$ cat src/rtl/rgst_pipe.sv
// Elastic pipeline register: DEPTH load/clear stages with valid/ready at both ends.
// Empty stages refill even while the output is stalled, so bubbles collapse toward q.
module rgst_pipe #(
  parameter int              DW      = 16,
  parameter int              DEPTH   = 4,
  parameter logic [DW-1:0]   CLR_VAL = {DW{1'b0}},
  localparam int             OW      = $clog2(DEPTH + 1)
) (
  input  logic          clk,
  input  logic          rst_b,
  input  logic          clr,
  input  logic [DW-1:0] d,
  input  logic          d_vld,
  output logic          d_rdy,
  output logic [DW-1:0] q,
  output logic          q_vld,
  input  logic          q_rdy,
  output logic [OW-1:0] occ
);

  // Handshake: a beat moves when valid & ready are both high on a rising edge.
  // d_vld must not depend on d_rdy; q_rdy may depend on q_vld. clr forces both
  // d_rdy and q_vld low, so a flush cycle never transfers anything.

  logic [DEPTH-1:0] vld;
  logic [DEPTH-1:0] en;
  logic [DEPTH-1:0] in_vld;
  logic [DW-1:0]    data   [DEPTH];
  logic [DW-1:0]    in_dat [DEPTH];
  logic             all_full;
  logic             in_xfer;
  logic             out_xfer;

  // en[i] is high when some stage at or after i is empty, or the output drains.
  // Built as a running AND from the output side to avoid a self-referencing vector.
  always_comb begin
    all_full = 1'b1;
    en       = '0;
    for (int i = DEPTH - 1; i >= 0; i--) begin
      all_full = all_full & vld[i];
      en[i]    = q_rdy | ~all_full;
    end
  end

  always_comb begin
    in_vld    = '0;
    in_vld[0] = d_vld;
    for (int k = 0; k < DEPTH; k++) begin
      in_dat[k] = d;
    end
    for (int i = 1; i < DEPTH; i++) begin
      in_vld[i] = vld[i-1];
      in_dat[i] = data[i-1];
    end
  end

  assign d_rdy    = en[0] & ~clr;
  assign q_vld    = vld[DEPTH-1] & ~clr;
  assign q        = data[DEPTH-1];
  assign in_xfer  = d_vld & d_rdy;
  assign out_xfer = q_vld & q_rdy;

  always_ff @(posedge clk or negedge rst_b) begin
    if (!rst_b) begin
      vld <= '0;
      occ <= '0;
      for (int i = 0; i < DEPTH; i++) begin
        data[i] <= CLR_VAL;
      end
    end else if (clr) begin
      vld <= '0;
      occ <= '0;
      for (int i = 0; i < DEPTH; i++) begin
        data[i] <= CLR_VAL;
      end
    end else begin
      for (int i = 0; i < DEPTH; i++) begin
        if (en[i]) begin
          vld[i] <= in_vld[i];
          // Data only loads with a valid beat; a bubble leaves the old value in place.
          if (in_vld[i]) begin
            data[i] <= in_dat[i];
          end
        end
      end
      occ <= occ + OW'(in_xfer) - OW'(out_xfer);
    end
  end

endmodule

$ cat config.mk
export PLATFORM = sky130hd
export DESIGN_NAME = rgst_pipe
export DESIGN_NICKNAME = d
export VERILOG_FILES = /design/src/rtl/rgst_pipe.sv
export SDC_FILE = /design/constraint.sdc
export NUM_CORES = 1
export LEC_CHECK = 0
export BUFFER_PORTS_ARGS = -buffer_cell sky130_fd_sc_hd__buf_2
export CORE_AREA = 3 3 64 126
export CTS_CLUSTER_DIAMETER = 30
export DETAILED_ROUTE_END_ITERATION = 8
export DIE_AREA = 0 0 67 129
export HOLD_SLACK_MARGIN = 0.12
export MAX_ROUTING_LAYER = met4
export PLACE_DENSITY = 0.71
export SYNTH_ARGS = -nofsm -noshare
export SYNTH_HDL_FRONTEND = slang
export SYNTH_SLANG_ARGS = --single-unit
$ cat constraint.sdc
create_clock -name clk -period 2.55 [get_ports clk]
set_clock_uncertainty 0.1 [all_clocks]
set_input_delay 0.3825 -clock clk [delete_from_list [all_inputs] [get_ports clk]]
set_output_delay 0.3825 -clock clk [all_outputs]
set_load 0.005 [all_outputs]
; ---- Word-level counts from Yosys, hierarchy flattened
; Index checks and enable logic that the tools add are counted.
[word_totals]
regBits = 71
inputBits = 21
output_inout_bits = 21
word_cells = 54
[classes]
n_addsub = 2
n_mux = 15
bitwise_logic = 16
reduce_logical = 12
[op_table]
columns = cell, count
row1 = 16-bit two-way mux, 8
row2 = 64-bit two-way mux, 1
row3 = 2-bit nonzero test, 8
row4 = 2-bit AND reduction, 4
row5 = 1-bit bitwise AND, 7
row6 = 1-bit inverter, 5
row7 = 1-bit two-way mux, 4
row8 = 4-bit two-way mux, 1
row9 = 1-bit OR, 4
row10 = 3-bit by 1-bit adder with 3-bit output, 1
row11 = 3-bit two-way mux, 1
row12 = 3-bit by 1-bit subtractor with 3-bit output, 1

; ---- Longest topological paths before layout
; Gate-level depths: netlist (run 1).
[depth]
ltp_word = 10
depth_mapped = 11
depth_no_buf = 10

; ---- Worst setup path before layout (run 1)
; OpenSTA, ideal clock, no wires.
[synth_timing]
path_kind = register -> register
from = register vld[2]
to = register occ[2]
setup_ps = 120
t_arrival_ps = 2043
t_required_ps = 2330
path_slack_ps = 287
stages_incl_launch_ff = 12
n_path_buf = 1
synth_period_minus_slack_ps = 2263
cell_sequence = dfrtp_1 > and3_2 > buf_2 > a21oi_1 > nand2_1 > ha_1 > inv_1 > ha_1 > inv_1 > fa_1 > xnor2_1 > nor2_1
[synth_via]
elab_chain_cells = 10
[synth_rtl]
columns = element, line_no
row1 = "start, declared", 25  ; logic [DEPTH-1:0] vld;
row2 = "start signal, assigned by index", 79  ; vld[i] <= in_vld[i];
row3 = 1-bit bitwise AND (3 in a row), 40  ; all_full = all_full & vld[i];
row4 = 1-bit inverter, 41  ; en[i] = q_rdy | ~all_full;
row5 = 1-bit OR, 41
row6 = 1-bit bitwise AND, 57  ; assign d_rdy = en[0] & ~clr;
row7 = named net d_rdy, 14  ; output logic d_rdy,
row8 = 1-bit bitwise AND, 60  ; assign in_xfer = d_vld & d_rdy;
row9 = 3-bit by 1-bit adder with 3-bit output, 86  ; occ <= occ + OW'(in_xfer) - OW'(out_xfer);
row10 = 3-bit by 1-bit subtractor with 3-bit output, 86
row11 = 3-bit two-way mux, 70  ; end else if (clr) begin
row12 = "end signal, assigned", 86
row13 = "end, declared", 18  ; output logic [OW-1:0] occ
; The timed path passes the listed nets, and every way through them passes these cells.
; A chain may end at the register's enable or synchronous reset.

; ---- Final worst setup path (run 1)
[layout_timing]
from = register vld[2]
to = register occ[2]
[layout_via]
elab_chain_cells = 10
[layout_rtl]
columns = element, line_no
row1 = 1-bit bitwise AND (3 in a row), 40
row2 = 1-bit inverter, 41
row3 = 1-bit OR, 41
row4 = 1-bit bitwise AND, 57
row5 = 1-bit bitwise AND, 60
row6 = 3-bit by 1-bit adder with 3-bit output, 86
row7 = 3-bit by 1-bit subtractor with 3-bit output, 86
row8 = 3-bit two-way mux, 70
; No other way between the ends.

==> results.txt, run 1 <==
Relative slew margins -> 52.0%
f_max -> 452 MHz
CP arrival -> 2320 ps
GRT Total Usage -> 17.2%
Final Wtd Congestion -> 0.741
largest net degree at the start of global routing -> 72
Synth area leaders -> dfrtp_1, a22o_1, a22o_2
synthesized flop and latch total -> 71
drt first-iter violations -> 123
CTS tree -> built
critical path's top delay family -> adder cells
CP Launch Point -> vld[2]
fin. max-slew vios -> 0
Leak -> 1.70 nW
Routed Antenna Nets -> 0
Yosys Warn Count -> 0
Die W -> 67 um
total of max-cap violations -> 0
wirelength, routed -> 6270 um
clk_lat worst skew -> 320 ps
RSZ-0062 raised after global routing -> no
Register-to-Register Path Depth -> 10
drc violations -> 0
CTS Buffer Depth -> 2
Non-Filler Instances -> 373
Cell Int Power -> 2.05 mW
outcome -> complete, no violations
Cell Pwr Density -> 722 nW/um2
total power -> 2.64 mW
Final setup viols -> 0
CP endpoint -> occ[2]
initial antenna violation count -> 0
fin crit share -> 86.7%
setup ws final -> 340 ps
global-route wire length before repair -> 10,900 um
via count -> 2,145
synthesized area -> 3240 um2
area leader, netlist -> dfrtp_1
clock root buffer -> clkbuf_16
WP depth -> 10
switch share -> 22.3%
hold path start -> clr
cell row count -> 44
Design Area, Final -> 3650 um2
Post-synth EDFFs -> 0
via/cell ratio -> 5.75
number of cells produced by synthesis -> 255
# Post-CTS Setup Buffers -> 0
Core Region -> 7270 um2
register area share after synthesis -> 54.9%
Peak VDD IR -> 0.000389 V
Worst Setup Start Kind -> flop
slowest stage delay, CP -> 440 ps
# clock sinks -> 71
nets -> 300
TNS Setup -> 0 ps
I/O Pins -> 42
ANT cells -> 0
Die Area -> 8640 um2
Clock H-tree levels -> 3
NetSw -> 0.589 mW
worst min path class -> in -> reg
register-to-register setup slack -> 340 ps
Mapped Avg Cell Area -> 12.7 um2
logic gate share of total power -> 6.5%
hold_ws -> 191 ps
DRT Pass-1 Iters -> 4
Slew @ Worst Pin -> 720 ps
Area Growth Syn to Fin -> 12.8%
grt ovf -> 0
DIE HEIGHT -> 129 um
dpl ws -> 346 ps
placed insts -> 356
Detail Placement HPWL -> 4220 um
area of placed instances -> 3330 um2
critical path endpoint category -> flop
clock power share -> 47.8%
vias in the first global route -> 2,197
worst r2r dst -> occ[2]
Crit-path slowest cell -> dfrtp_1
Reg clk slew, reported paths -> 50 ps
initial cell density of the core -> 44.6%
CP required -> 2660 ps
CP bufs+invs -> 2
I/O Buffers -> 41
sequential share of power -> 45.7%
fin crit period -> 2210 ps
asr flop ratio synth -> 100%
R2R Path Start -> vld[2]
WL/cell -> 16.8 um
Final Core Density -> 50.3%
endpoints failing hold -> 0
Worst Path Max Fanout -> 5
ratio of cells with drive above 1 in the final layout -> 31.0%
crit path kind -> reg -> reg
Synth top area share -> 54.9%
Synth cell types -> 29
Num CTS Buffers -> 9
Top FF cell, synth -> dfrtp_1
synthesized net count -> 279
critical-path cell list -> and3_2, a21oi_1, nand2_1, ha_1, inv_1, ha_1, inv_1, fa_1, xnor2_1, nor2_1
==> placed cells by master (no fill, tap or decap), drive strengths merged <==
cell,n
nor2b,3
fa,1
a32oi,16
nand2b,1
buf,46
and2b,1
a21oi,7
and3,1
ha,2
dfrtp,71
clkbuf,11
and2,1
nand4b,17
clkinvlp,1
xor2,1
xnor2,1
inv,5
clkinv,3
a21o,1
a22o,48
dlygate4sd3,1
o211ai,16
nand2,17
nor2,4
nand3b,1
bufinv,1
nor3b,3
==> worst min-delay path by stage <==
stage,endpoint,slack [ps],cells after the start
finish,occ[1],190,2
global route,occ[1],200,2
CTS,occ[1],180,2
detailed placement,q[8],340,2
global placement,q[10],330,2
floorplan,data[16],-10,0
==> state kept, by name, summed over array words and instances, names as in the netlist <==
| register | flops |
|---|---|
| data | 48 |
| q | 16 |
| vld | 4 |
| occ | 3 |
==> power groups by stage <==
stage	registers, mW	logic (mW)	clock network, mW
CTS	1.20	0.176	1.29
floorplan	1.21	0.112	0
global route	1.21	0.194	1.33
global placement	1.22	0.168	0
finish	1.20	0.173	1.26
detailed placement	1.22	0.174	0
==> cell type report <==
class                           instances  area, um2
Clock buffer                           11        253
Clock inverter                          5       56.3
Fill cell                             675       3610
Inverter                                5       18.8
Multi-Input combinational cell        142       1170
Sequential cell                        71       1780
Tap cell                               92        115
Timing Repair Buffer                   47        265
==> cell usage after synthesis, types with 2 or more instances <==
cell type,n
nor2_1,3
buf_2,7
a22o_2,16
nand2_1,17
clkbuf_1,3
buf_4,20
dfrtp_1,71
a21oi_2,2
a22o_1,32
a21oi_1,4
nand4b_1,17
ha_1,2
buf_6,7
a32oi_1,16
nor3b_4,3
nor2b_1,3
inv_1,5
o211ai_1,16
==> layer usage <==
layer  up-vias  track usage, %  part of all wire (%)
li1       1011               -                     -
met1      1072            21.4                    43
met2        53            26.5                    51
met3         9            3.67                   3.7
met4         0            8.13                   2.1
met5         -               -                     0
==> cell families after synthesis <==
kind of cell,share of synthesized area (%)
AO/OA/AOI/OAI,23.5
AND/OR/NAND/NOR,10.6
XOR/XNOR,0.541
buffers and inverters,9.08
adder cells (fa/ha/maj),1.39
flip-flops,54.9
==> repair_timing <==
item | in CTS | in global routing
resized for setup | 0 | 0
hold endpoints to repair | 71 | 0
hold buffers | 1 | 0
Note: power is estimated with default switching activity, not from simulation.
==> run 2, diff against run 1 <==
--- a/config.mk
+++ b/config.mk
@@ -6,10 +6,10 @@
 export NUM_CORES = 1
 export LEC_CHECK = 0
 export BUFFER_PORTS_ARGS = -buffer_cell sky130_fd_sc_hd__buf_2
-export CORE_AREA = 3 3 64 126
+export CORE_AREA = 2 2 88 90
 export CTS_CLUSTER_DIAMETER = 30
 export DETAILED_ROUTE_END_ITERATION = 8
-export DIE_AREA = 0 0 67 129
+export DIE_AREA = 0 0 90 92
 export HOLD_SLACK_MARGIN = 0.12
 export MAX_ROUTING_LAYER = met4
 export PLACE_DENSITY = 0.71
==> run 2 against run 1 <==
Net effect:
- clock power shrank 33%
- fmax grew 0.61%
- clock-buffer cell count grew 1
- routed wire length shrank 6.4%
- sequential share of layout area grew 1.3 points
- sequential power is essentially flat
- register-to-register slack is essentially flat
- critical path type unchanged
- critical endpoint unchanged
- largest cell class unchanged
==> results.txt, run 2 (synthesis results as in run 1) <==
outcome -> complete, no violations
grt ovf -> 0
drt first-iter violations -> 102
max reg flops -> 48
Final setup viols -> 0
# clock sinks -> 71
Core Region -> 7450 um2
DRT Pass-1 Iters -> 4
via/cell ratio -> 5.52
worst r2r dst -> occ[2]
Final Wtd Congestion -> 0.781
area of placed instances -> 3350 um2
f_max -> 455 MHz
initial cell density of the core -> 43.5%
Worst Path Max Fanout -> 5
setup ws final -> 353 ps
DIE HEIGHT -> 92 um
Die W -> 90 um
endpoints failing hold -> 0
global-route wire length before repair -> 10,000 um
I/O Pins -> 42
Clock H-tree levels -> 3
CP required -> 2680 ps
largest net degree at the start of global routing -> 44
sequential share of power -> 54.3%
Reg clk slew, reported paths -> 80 ps
CTS tree -> built
WL/cell -> 15.3 um
Biggest register -> data
R2R Path Start -> vld[2]
most common cell after layout, fill and taps aside -> dfrtp_1
switch share -> 24.5%
Relative slew margins -> 53.4%
fin. max-slew vios -> 0
ratio of cells with drive above 1 in the final layout -> 31.2%
Cell Pwr Density -> 623 nW/um2
I/O Buffers -> 41
nets -> 301
Num CTS Buffers -> 9
Worst Setup Start Kind -> flop
GRT Total Usage -> 15.8%
Design Area, Final -> 3560 um2
Area Growth Syn to Fin -> 9.81%
drc violations -> 0
Register-to-Register Path Depth -> 10
clk_lat worst skew -> 340 ps
Final Core Density -> 47.7%
CP Launch Point -> vld[2]
Routed Antenna Nets -> 0
register-to-register setup slack -> 350 ps
CP endpoint -> occ[2]
initial antenna violation count -> 0
NetSw -> 0.543 mW
crit path kind -> reg -> reg
Die Area -> 8280 um2
# Post-CTS Setup Buffers -> 0
Leak -> 1.65 nW
dpl ws -> 355 ps
CP arrival -> 2320 ps
most frequent cells in the layout -> dfrtp_1, buf_2, a22o_1
CTS Buffer Depth -> 2
worst min path class -> in -> reg
fin crit share -> 86.1%
Cell Int Power -> 1.67 mW
Slew @ Worst Pin -> 698 ps
via count -> 2,121
fin crit period -> 2200 ps
RSZ-0062 raised after global routing -> no
critical path endpoint category -> flop
logic gate share of total power -> 7.7%
ANT cells -> 0
TNS Setup -> 0 ps
Peak VDD IR -> 0.000210 V
wirelength, routed -> 5870 um
cell row count -> 32
total of max-cap violations -> 0
clock root buffer -> clkbuf_8
clock power share -> 38.0%
vias in the first global route -> 2,045
Detail Placement HPWL -> 4070 um
[run 2: cell types whose count changed in the layout (fill, tap and decap cells not counted)]
cell / before / now
buf_4: 4 / 5
bufinv_16: 1 / 0
clkbuf_16: 9 / 0
clkbuf_8: 2 / 12
clkinvlp_4: 1 / 0
inv_6: 0 / 1
[run 2: power groups by stage]
stage / combinational, mW / sequential, mW / clock, mW
3_3_place_gp: 0.166 / 1.22 / 0
3_5_place_dp: 0.172 / 1.22 / 0
4_1_cts: 0.174 / 1.20 / 0.850
2_1_floorplan: 0.112 / 1.21 / 0
6_report: 0.171 / 1.20 / 0.843
5_1_grt: 0.193 / 1.21 / 0.898
[run 2: critical path, stage by stage (launching register included)]
cell,delay (ps)
dfrtp_1,440
and3_2,210
a21oi_1,180
nand2_1,80
ha_1,260
inv_1,60
ha_1,130
inv_1,50
fa_1,370
xnor2_1,160
nor2_1,60
[run 2: routing by layer]
metal	vias to the layer above	routed length, um	track usage, %
met5	-	0	-
met4	0	148	8.97
met3	14	282	3.70
met2	53	2640	22.7
met1	1037	2800	20.6
li1	1017	-	-
[run 2: layout make-up]
type                    count  area [um2]
clock buffers              12         165
flip-flops and latches     71        1780
repair buffers             48         273
fillers                   692        3890
inverters                   5        18.8
clock inverters             4        27.5
multi-input cells         142        1170
well taps                 102         128
[run 2: worst min-delay path by stage]
stage | start | end | slack, ps | depth (start not counted)
3_5_place_dp | rst_b | occ[2] | 350 | 1
6_report | d[1] | data[49] | 210 | 3
3_3_place_gp | rst_b | occ[2] | 350 | 1
5_1_grt | d_vld | vld[0] | 210 | 3
4_1_cts | d[1] | data[49] | 200 | 3
2_1_floorplan | rst_b | data[16] | -10 | 0
[run 2: timing repair]
item / 4_1_cts / 5_1_grt
hold buffers: 1 / 0
hold endpoints to repair: 28 / 0
setup endpoints to repair: 0 / 0
gates resized for setup: 0 / 0
[run 2: per-stage QoR]
step           hold slack [ps]  std cells  total power [mW]
6_report                   212        384              2.22
5_1_grt                    213        384              2.30
4_1_cts                    203        384              2.23
3_5_place_dp               351        367              1.40
3_3_place_gp               349        367              1.39
2_1_floorplan            -13.1        255              1.33
